===== config.mk =====
export PLATFORM = sky130hd
export DESIGN_NAME = modulo_varredura_matriz_param
export DESIGN_NICKNAME = d
export VERILOG_FILES = /design/src/rtl/modulo_varredura_matriz_param_pkg.sv /design/src/rtl/modulo_prescaler_varredura.sv /design/src/rtl/modulo_varredura_matriz_param.sv
export SDC_FILE = /design/constraint.sdc
export NUM_CORES = 1
export LEC_CHECK = 0
export ABC_CLOCK_PERIOD_IN_PS = 5980
export BUFFER_PORTS_ARGS = -buffer_cell sky130_fd_sc_hd__buf_2
export CORE_ASPECT_RATIO = 0.7
export CORE_MARGIN = 10
export CORE_UTILIZATION = 47
export DETAILED_ROUTE_END_ITERATION = 7
export SLEW_MARGIN = 5
export SYNTH_ARGS = -nofsm -noshare
export SYNTH_HDL_FRONTEND = slang
export SYNTH_SLANG_ARGS = --single-unit
export TNS_END_PERCENT = 50

===== constraint.sdc =====
create_clock -name clk -period 5.98 [get_ports clk]
set_input_delay 0.897 -clock clk [delete_from_list [all_inputs] [get_ports clk]]
set_output_delay 0.897 -clock clk [all_outputs]
set_load 0.005 [all_outputs]

===== src/rtl/modulo_varredura_matriz_param_pkg.sv =====
// Shared definitions for the parametrised LED-matrix scan path:
// display modes, write-port layer codes and a width helper.
package modulo_varredura_matriz_param_pkg;

    // Display mode selected on the mode input.
    typedef enum logic [1:0] {
        MODE_PO  = 2'b00,
        MODE_AT  = 2'b01,
        MODE_OVL = 2'b10,
        MODE_OFF = 2'b11
    } mode_e;

    // Bit-plane addressed by the write port.
    typedef enum logic {
        LAYER_PO = 1'b0,
        LAYER_AT = 1'b1
    } layer_e;

    // ceil(log2(n)), never less than 1 so that a counter always has a bit.
    function automatic int clog2w(input int n);
        int r;
        r = 0;
        while ((1 << r) < n) begin
            r = r + 1;
        end
        if (r < 1) begin
            r = 1;
        end
        return r;
    endfunction

endpackage


===== src/rtl/modulo_prescaler_varredura.sv =====
// Scan timing: row dwell prescaler, row index, frame counter, blink phase
// and the frame_tick pulse. Runs freely; nothing outside can stall it.
module modulo_prescaler_varredura
    import modulo_varredura_matriz_param_pkg::*;
#(
    parameter  int ROWS      = 5,
    parameter  int PRESC     = 1000,
    parameter  int BLINK_DIV = 50,
    localparam int RW        = clog2w(ROWS)
) (
    input  logic          clk,
    input  logic          clr,
    output logic [RW-1:0] row_idx,
    output logic          blink,
    output logic          frame_tick
);

    localparam int PW = clog2w(PRESC);
    localparam int FW = clog2w(BLINK_DIV);

    logic [PW-1:0] presc_cnt;
    logic [FW-1:0] frame_cnt;
    logic          row_step;
    logic          frame_wrap;
    logic          blink_wrap;

    // Terminal-count decodes for the three cascaded counters.
    always_comb begin
        row_step   = (presc_cnt == PW'(PRESC - 1));
        frame_wrap = row_step && (row_idx == RW'(ROWS - 1));
        blink_wrap = frame_wrap && (frame_cnt == FW'(BLINK_DIV - 1));
    end

    // Prescaler, row index, frame counter, blink phase and frame pulse.
    always_ff @(posedge clk or negedge clr) begin
        if (!clr) begin
            presc_cnt  <= '0;
            row_idx    <= '0;
            frame_cnt  <= '0;
            blink      <= 1'b0;
            frame_tick <= 1'b0;
        end else begin
            frame_tick <= frame_wrap;
            if (row_step) begin
                presc_cnt <= '0;
            end else begin
                presc_cnt <= presc_cnt + 1'b1;
            end
            if (frame_wrap) begin
                row_idx <= '0;
            end else if (row_step) begin
                row_idx <= row_idx + 1'b1;
            end
            if (blink_wrap) begin
                frame_cnt <= '0;
                blink     <= ~blink;
            end else if (frame_wrap) begin
                frame_cnt <= frame_cnt + 1'b1;
            end
        end
    end

endmodule


===== src/rtl/modulo_varredura_matriz_param.sv =====
// Parametrised LED-matrix scan path for the naval-battle board: PO/AT
// bit-planes with a coordinate write port, row multiplexing with
// selectable display mode and blinking hits, and a running hit count.
//
// Write port: wr_en is a single-cycle strobe with no back-pressure (the
// port is always ready). A strobe sampled on an edge is answered on that
// same edge by exactly one of wr_ack (coordinate in range, bit stored
// unless its plane is being cleared) or wr_err (coordinate out of range,
// nothing stored); the answer is visible for the following cycle.
module modulo_varredura_matriz_param
    import modulo_varredura_matriz_param_pkg::*;
#(
    parameter  int ROWS      = 5,
    parameter  int COLS      = 7,
    parameter  int PRESC     = 1000,
    parameter  int BLINK_DIV = 50,
    localparam int RW        = clog2w(ROWS),
    localparam int CW        = clog2w(COLS),
    localparam int HW        = clog2w(ROWS * COLS + 1)
) (
    input  logic            clk,
    input  logic            clr,
    input  logic            wr_en,
    input  logic            wr_layer,
    input  logic [RW-1:0]   wr_row,
    input  logic [CW-1:0]   wr_col,
    input  logic            wr_data,
    output logic            wr_ack,
    output logic            wr_err,
    input  logic [1:0]      layer_clr,
    input  logic [1:0]      mode,
    output logic [ROWS-1:0] row_sel,
    output logic [COLS-1:0] col_out,
    output logic            frame_tick,
    output logic [HW-1:0]   hit_count
);

    logic [COLS-1:0] po [ROWS];
    logic [COLS-1:0] at [ROWS];

    logic [RW-1:0]   row_idx;
    logic            blink;

    logic            wr_ok;
    logic            wr_bad;
    logic [RW-1:0]   row_i;
    logic [CW-1:0]   col_i;
    logic            clr_po;
    logic            clr_at;
    logic            po_bit;
    logic            at_bit;
    logic            po_new;
    logic            at_new;
    logic            old_hit;
    logic            new_hit;
    logic [HW-1:0]   hit_base;
    logic [HW-1:0]   hit_next;

    logic [ROWS-1:0] row_sel_d;
    logic [COLS-1:0] col_d;
    logic [COLS-1:0] po_row;
    logic [COLS-1:0] at_row;

    modulo_prescaler_varredura #(
        .ROWS      (ROWS),
        .PRESC     (PRESC),
        .BLINK_DIV (BLINK_DIV)
    ) u_prescaler (
        .clk        (clk),
        .clr        (clr),
        .row_idx    (row_idx),
        .blink      (blink),
        .frame_tick (frame_tick)
    );

    // Write decode and incremental hit-count update. The addressed cell is
    // evaluated after any same-cycle clear, so a clear followed by a write
    // to the surviving plane counts correctly.
    always_comb begin
        wr_ok    = wr_en && (int'(wr_row) < ROWS) && (int'(wr_col) < COLS);
        wr_bad   = wr_en && !wr_ok;
        row_i    = wr_ok ? wr_row : '0;
        col_i    = wr_ok ? wr_col : '0;
        clr_po   = layer_clr[0];
        clr_at   = layer_clr[1];
        po_bit   = clr_po ? 1'b0 : po[row_i][col_i];
        at_bit   = clr_at ? 1'b0 : at[row_i][col_i];
        po_new   = po_bit;
        at_new   = at_bit;
        if (wr_ok && (wr_layer == LAYER_PO) && !clr_po) begin
            po_new = wr_data;
        end
        if (wr_ok && (wr_layer == LAYER_AT) && !clr_at) begin
            at_new = wr_data;
        end
        old_hit  = po_bit & at_bit;
        new_hit  = po_new & at_new;
        hit_base = (clr_po || clr_at) ? '0 : hit_count;
        hit_next = hit_base + HW'(new_hit) - HW'(old_hit);
    end

    // Plane storage: clears first, then the write to a surviving plane.
    always_ff @(posedge clk or negedge clr) begin
        if (!clr) begin
            for (int r = 0; r < ROWS; r++) begin
                po[r] <= '0;
                at[r] <= '0;
            end
        end else begin
            for (int r = 0; r < ROWS; r++) begin
                if (clr_po) begin
                    po[r] <= '0;
                end
                if (clr_at) begin
                    at[r] <= '0;
                end
            end
            if (wr_ok && (wr_layer == LAYER_PO) && !clr_po) begin
                po[row_i][col_i] <= wr_data;
            end
            if (wr_ok && (wr_layer == LAYER_AT) && !clr_at) begin
                at[row_i][col_i] <= wr_data;
            end
        end
    end

    // Write responses and hit counter.
    always_ff @(posedge clk or negedge clr) begin
        if (!clr) begin
            wr_ack    <= 1'b0;
            wr_err    <= 1'b0;
            hit_count <= '0;
        end else begin
            wr_ack    <= wr_ok;
            wr_err    <= wr_bad;
            hit_count <= hit_next;
        end
    end

    // Display mux for the currently selected row.
    always_comb begin
        row_sel_d = ~(ROWS'(1) << row_idx);
        po_row    = po[row_idx];
        at_row    = at[row_idx];
        col_d     = '0;
        case (mode)
            MODE_PO:  col_d = po_row;
            MODE_AT:  col_d = at_row;
            MODE_OVL: col_d = (at_row & ~po_row)
                            | (po_row & at_row & {COLS{blink}})
                            | (po_row & ~at_row & {COLS{blink}});
            default: begin
                col_d     = '0;
                row_sel_d = '1;
            end
        endcase
    end

    // Registered row/column drive.
    always_ff @(posedge clk or negedge clr) begin
        if (!clr) begin
            row_sel <= '1;
            col_out <= '0;
        end else begin
            row_sel <= row_sel_d;
            col_out <= col_d;
        end
    end

endmodule


# [Word-level counts from Yosys, hierarchy flattened]
# Index checks and enable logic that the tools add are counted.
[totals] reg_bits=111 latch_bits=0 ramBits=0 rom_bits=0 input_bits=15 elab_cells=121 memories=0
[op_classes] add_sub_neg=5 n_mul=0 n_div=0 n_lt_le_gt_ge=7 eq_ne=5 shifts=1 mux=48 bitwise=16 n_reduce_logical=19
[op_table] op="2-to-1 mux 7 bit" count=19
[op_table] op="binary-select mux 7 bit (select 3 bit)" count=4
[op_table] op="bitwise mux 35 bit" count=2
[op_table] op="2-to-1 mux 35 bit" count=2
[op_table] op="bitwise AND 7 bit" count=5
[op_table] op="demux 7 bit (select 3 bit)" count=1
[op_table] op="one-hot mux 7 bit (3 select lines)" count=1
[op_table] op="2-to-1 mux 6 bit" count=3
[op_table] op="NOT 7 bit" count=2
[op_table] op="OR 7 bit" count=2
[op_table] op="2-to-1 mux 3 bit" count=4
[op_table] op="logical AND 1 bit" count=11
[op_table] op="adder 10 x 1 -> 10 bit, second input constant" count=1
[op_table] op="== test 10 bit, second input constant" count=1
[op_table] op="2-to-1 mux 10 bit" count=1
[op_table] op="greater-or-equal comparator 4 bit, second input constant" count=2
[op_table] op="NOT 3 -> 4 bit" count=2
[op_table] op="2-to-1 mux 1 bit" count=7
[op_table] op="adder 6 x 1 -> 6 bit" count=1
[op_table] op="adder 6 x 1 -> 6 bit, second input constant" count=1
[op_table] op="binary-select mux 1 bit (select 3 bit)" count=2
[op_table] op="== test 6 bit, second input constant" count=1
[op_table] op="< comparator 3 bit, second input constant" count=2
[op_table] op="subtractor 6 x 1 -> 6 bit" count=1
[op_table] op="other kinds (18)" count=23

# [Depth between registers and ports, before layout]
[logic_depth] word_depth=15 depth_mapped=18

# [Cells and area by module]
# Synthesis repeated with hierarchy kept, for this count alone.
[unflattened] hier_cells=727 area_unflattened_um2=7041.8
[by_module_without_submodules] mod="modulo_varredura_matriz_param" n_inst=1 cells_per_inst=623 area_per_inst_um2=6007.0
[by_module_without_submodules] mod="modulo_prescaler_varredura" n_inst=1 cells_per_inst=104 area_per_inst_um2=1034.7

# [Worst setup path before layout]
# No wires, ideal clock.
[synth_timing] path_kind="input port to flip-flop" from="in wr_col[0]" to="reg hit_count[4]" setup_time_ns=0.080 arrival_ns=3.789 t_required_ns=5.900 slack_ns=2.111 stages=17 n_path_buf=3 path_cell_list="buf_2 and3_1 buf_2 or3_1 clkbuf_2 o21ai_0 nor3_1 o221ai_1 nand4bb_1 nor2_1 ha_1 inv_1 ha_1 fa_1 a21o_1 a21oi_1 xnor2_1"
[synth_via] elab_chain_len=14 elab_cells_between_ends=27 classes_between="2 x add/sub; 1 x order compare; 16 x mux; 3 x bitwise; 5 x reduce/logical"
[synth_rtl] element="from (decl)" line_no="modulo_varredura_matriz_param.sv:26" text="input logic [CW-1:0] wr_col,"
[synth_rtl] element="< comparator 3 bit" line_no="modulo_varredura_matriz_param.sv:80" text="wr_ok = wr_en && (int'(wr_row) < ROWS) && (int'(wr_col) < COLS);"
[synth_rtl] element="logical AND 1 bit" line_no="modulo_varredura_matriz_param.sv:80"
[synth_rtl] element="2-to-1 mux 3 bit" line_no="modulo_varredura_matriz_param.sv:82" text="row_i = wr_ok ? wr_row : '0;"
[synth_rtl] element="NOT 3 -> 4 bit (not written as such)" line_no="modulo_varredura_matriz_param.sv:86, modulo_varredura_matriz_param.sv:87"
[synth_rtl] element="binary-select mux 7 bit (select 3 bit) (on tied branches)" line_no="modulo_varredura_matriz_param.sv:86, modulo_varredura_matriz_param.sv:87"
[synth_rtl] element="2-to-1 mux 7 bit (on tied branches) (2 in series)" line_no="modulo_varredura_matriz_param.sv:86, modulo_varredura_matriz_param.sv:87"
[synth_rtl] element="binary-select mux 1 bit (select 3 bit) (on tied branches)" line_no="modulo_varredura_matriz_param.sv:86, modulo_varredura_matriz_param.sv:87"
[synth_rtl] element="2-to-1 mux 1 bit (on tied branches) (2 in series)" line_no="modulo_varredura_matriz_param.sv:86, modulo_varredura_matriz_param.sv:87"
[synth_rtl] element="2-to-1 mux 1 bit (on tied branches)" line_no="modulo_varredura_matriz_param.sv:90, modulo_varredura_matriz_param.sv:93"
[synth_rtl] element="bitwise AND 1 bit" line_no="modulo_varredura_matriz_param.sv:97" text="new_hit = po_new & at_new;"
[synth_rtl] element="adder 6 x 1 -> 6 bit" line_no="modulo_varredura_matriz_param.sv:99" text="hit_next = hit_base + HW'(new_hit) - HW'(old_hit);"
[synth_rtl] element="subtractor 6 x 1 -> 6 bit (*)" line_no="modulo_varredura_matriz_param.sv:99"
[synth_rtl] element="net hit_next[4]" line_no="modulo_varredura_matriz_param.sv:57" text="logic [HW-1:0] hit_next;"
[synth_rtl] element="to (signal assigned)" line_no="modulo_varredura_matriz_param.sv:136" text="hit_count <= hit_next;"
[synth_rtl] element="to (decl)" line_no="modulo_varredura_matriz_param.sv:35" text="output logic [HW-1:0] hit_count"
# Mark *: on every way through the listed nets, which the timed path passes. The rest lies on a longest branch. The select of a mux whose other input is x is not followed.
# A chain may end at the register's enable or synchronous reset.

# [Final worst setup path]
[layout_timing] from="in wr_row[0]" to="reg hit_count[4]"
[layout_via] elab_chain_len=15 elab_cells_between_ends=28 classes_between="2 x add/sub; 1 x order compare; 16 x mux; 3 x bitwise; 6 x reduce/logical"
[layout_rtl] element="from (decl)" line_no="modulo_varredura_matriz_param.sv:25" text="input logic [RW-1:0] wr_row,"
[layout_rtl] element="< comparator 3 bit (*)" line_no="modulo_varredura_matriz_param.sv:80"
[layout_rtl] element="logical AND 1 bit (*) (2 in series)" line_no="modulo_varredura_matriz_param.sv:80"
[layout_rtl] element="net wr_ok" line_no="modulo_varredura_matriz_param.sv:44" text="logic wr_ok;"
[layout_rtl] element="2-to-1 mux 3 bit" line_no="modulo_varredura_matriz_param.sv:82"
[layout_rtl] element="NOT 3 -> 4 bit (not written as such)" line_no="modulo_varredura_matriz_param.sv:86, modulo_varredura_matriz_param.sv:87"
[layout_rtl] element="binary-select mux 7 bit (select 3 bit) (on tied branches)" line_no="modulo_varredura_matriz_param.sv:86, modulo_varredura_matriz_param.sv:87"
[layout_rtl] element="2-to-1 mux 7 bit (on tied branches) (2 in series)" line_no="modulo_varredura_matriz_param.sv:86, modulo_varredura_matriz_param.sv:87"
[layout_rtl] element="binary-select mux 1 bit (select 3 bit) (on tied branches)" line_no="modulo_varredura_matriz_param.sv:86, modulo_varredura_matriz_param.sv:87"
[layout_rtl] element="2-to-1 mux 1 bit (on tied branches) (2 in series)" line_no="modulo_varredura_matriz_param.sv:86, modulo_varredura_matriz_param.sv:87"
[layout_rtl] element="2-to-1 mux 1 bit (on tied branches)" line_no="modulo_varredura_matriz_param.sv:90, modulo_varredura_matriz_param.sv:93"
[layout_rtl] element="bitwise AND 1 bit" line_no="modulo_varredura_matriz_param.sv:97"
[layout_rtl] element="adder 6 x 1 -> 6 bit" line_no="modulo_varredura_matriz_param.sv:99"
[layout_rtl] element="subtractor 6 x 1 -> 6 bit (*)" line_no="modulo_varredura_matriz_param.sv:99"
[layout_rtl] element="net hit_next[4]" line_no="modulo_varredura_matriz_param.sv:57"
# Marked as above.

==> flow_summary_export.csv <==
group,metric,value,unit
worst_setup_path,slowest_delay,0.49,ns
grt,grt.total_usage,21.0,%
sta,report.final.hold_viol_count,0,
die,die_area,19100,um^2
die,die_x,161,um
sta,maxSlewHeadroom,41.6,%
worst_setup_path,start_kind,"input pin",
worst_setup_path,critical_path_required,6.25,ns
synthesis,synth_top_area_share,40.6,%
routing,drc,0,
clock_tree,clockBufferDepth,2,
synthesis,yosysUniqueCellTypes,66,
sta,setup_tns,0,ns
worst_setup_path,cp_top_family,"compound AO/OA/AOI/OAI gates",
status,status,"complete, no violations",
sta,fin_crit_sh,69.7,%
synthesis,ys_warn_count,0,
synthesis,async_reset_ff_share,100,%
layout,nets,804,
clock_tree,clock-root-buffer,"clkbuf_16",
routing,avgViaCountPerCell,5.96,
grt,grt_start_max_net_pins,72,
clock_tree,cts_buffers,9,
layout,area_delta_synth_final,9.04,%
worst_setup_path,critical_path.cell_chain,"buf_2 -> o21ai_4 -> nand3_2 -> inv_1 -> nand3_1 -> o221ai_1 -> nand4bb_1 -> nor2_1 -> ha_1 -> inv_1 -> ha_1 -> fa_1 -> a21o_1 -> a21oi_1 -> xnor2_1",
synthesis,synth_flop_cell,"dfrtp_1",
sta,setup_violations,0,
sta,rsz0062_at_grt,"no",
clock_tree,ctsResizeCount,0,
synthesis,synth_top_area_cell,"dfrtp_1",
layout,antennaDiodeCount,0,
pwr,powerDensity,217,nW/um^2
clock_tree,post_cts_buffers,0,
clock_tree,cts_tree,"done",
die,pin_count,36,
grt,antenna_found_initial,0,
clock_tree,insertion_delay,0.36,ns
die,die_height,119,um
clock_tree,cts.sinks,111,
routing,final_antenna_net_count,0,
placement,gp_congestion,0.974,
worst_setup_path,cp_slowest_cell,"nand3_1",
synthesis,synth_seq_cells,111,
min_path,hold_path_class,"register to register",
grt,grt_first_pass_wirelength,32000,um
sta,slew_viol_final,0,
synthesis,syn_inst,764,
flow_run,maxCapViolCount,0,
die,row_count,35,
worst_setup_path,endpoint_kind,"register",
synthesis,synth.cells.most_frequent,"139 x nand2_1, 106 x dfrtp_1, 100 x nor2_1",
worst_setup_path,critPathArrivalTime,4.44,ns
die,initial_core_util,48.8,%
synthesis,synth_fp_nets,794,
sta,skew,0.0107,ns
synthesis,synth-edff-count,0,
grt,grt_pass1_vias,5383,
sta,holdWs,0.501,ns
worst_setup_path,worstSetupPathType,"input pin to register",
routing,wire_per_inst,21.0,um
synthesis,syn_area_per_cell,8.55,um^2
placement,io_buffers,35,
clock_tree,cts.htree.levels,3,
placement,hpwl,14600,um
layout,layout-drive-gt1-share,12.2,%
die,core_area,13400,um^2
pwr,ir_worst_vdd,141,uV
routing,dr_total_vias,5744,
routing,drtIter0Drc,535,
clock_tree,hold_buffers,0,
pwr,p_leak,2.89,nW
worst_setup_path,cp_max_fo,21,
synthesis,synth.most_common_cell,"nand2_1",
synthesis,synthTopCellsByArea,"dfrtp_1 41%, nand2_1 8.0%, o21ai_0 6.3%",
sta,period_minus_slack,4.17,ns
worst_setup_path,crit_buf_inv,3,
routing,dr.pass1.iters,5,
routing,wl,20300,um
synthesis,ys_seq_area_share,42.6,%
grt,gr-total-overflow,0,
clock_tree,path_clk_slew,0.08,ns
synthesis,syn-cell-area,6530,um^2
sta,timing.fmax,240,MHz
layout,post-route-util,53.2,%
sta,worstMarginPinSlew,0.869,ns
[worst register-to-register path: cells and delay by family, from the launching register on]
family,cells,cell delay [ns]
buffers and inverters,1,0.04
xor gates and xnor gates,1,0.15
AOI/OAI and AO/OA,7,1.03
adders and majority gates,3,0.89
DFF,1,0.41
and+or+nand+nor,2,0.71
[placed cells by master (no fill, tap or decap), types with 12 or more instances in the layout]
cell type / synthesis / final
nor3_1: 12 / 12
a21oi_1: 22 / 22
buf_2: 9 / 34
ha_1: 14 / 14
o22ai_1: 15 / 15
nand2_1: 139 / 139
mux4_2: 14 / 14
dfrtp_1: 106 / 106
inv_1: 24 / 24
nand2b_1: 39 / 39
o21ai_0: 82 / 82
a31oi_1: 12 / 12
nor2_1: 100 / 100
[cells by family (layout without fill, tap and decap cells)]
logic type,count (synthesis),after routing,synth area share [%]
AND/OR/NAND/NOR,345,345,24.2
AO/OA/AOI/OAI,195,195,19.1
flip-flops,111,111,42.6
buffers and inverters,70,85,4.33
multiplexers,16,16,5.17
adder cells (fa/ha/maj),15,15,2.99
XOR/XNOR,12,12,1.61
[layer usage]
metal / up-vias / track usage (%) / part of all wire (%) / wire (um)
met1: 2791 / 31.8 / 49 / 9880
met5: - / 0 / 0 / 0
met2: 250 / 28.5 / 41 / 8310
met3: 15 / 6.69 / 9.7 / 1960
li1: 2688 / - / - / -
met4: 0 / 3.80 / 0.62 / 126
[worst paths after layout]
kind / start / to / slack, ns / cells after the start
worst max-delay path: wr_row[0] / hit_count[4] / 1.81 / 15
worst min-delay path: u_prescaler.presc_cnt[0] / u_prescaler.presc_cnt[0] / 0.50 / 1
worst max register to register: po[2] / hit_count[4] / 2.67 / 14
worst min register to register: u_prescaler.presc_cnt[0] / u_prescaler.presc_cnt[0] / 0.50 / 1
max in group asynchronous: clr / po[13] / 4.16 / 2
min in group asynchronous: clr / po[15] / 0.54 / 1
[through the flow]
| stage | instances | setup WS (ns) | instance area (um^2) | total power, mW |
|---|---|---|---|---|
| 6_report | 964 | 1.81 | 7120 | 1.55 |
| 5_1_grt | 964 | 1.60 | 7120 | 1.60 |
| 4_1_cts | 964 | 1.85 | 7120 | 1.55 |
| 3_5_place_dp | 948 | 1.49 | 6820 | 0.927 |
| 3_3_place_gp | 948 | 1.66 | 6820 | 0.927 |
| 2_1_floorplan | 764 | 2.11 | 6530 | 0.868 |
[power by group]
part	total (mW)	switching, mW	leakage [nW]	internal [mW]
Sequential	0.765	0.00631	1.51	0.759
Combinational	0.148	0.100	1.23	0.0477
Clock	0.632	0.301	0.152	0.331
Total	1.55	0.407	2.89	1.14
[sequential cells by signal, summed over array words and instances (netlist names)]
name	flops
row_sel	5
at	35
hit_count	6
u_prescaler.frame_cnt	6
col_out	7
wr_ack	1
u_prescaler.blink	1
u_prescaler.row_idx	3
po	35
u_prescaler.presc_cnt	10
wr_err	1
u_prescaler.frame_tick	1
[final cells by class]
class,count,area (um^2)
well taps,185,231
flip-flops and latches,111,2780
inverters,25,93.8
multi-input cells,583,3470
clock inverters,7,77.6
clock buffers,9,225
repair buffers,44,245
fillers,1283,6280
Note: power is estimated with default switching activity, not from simulation.
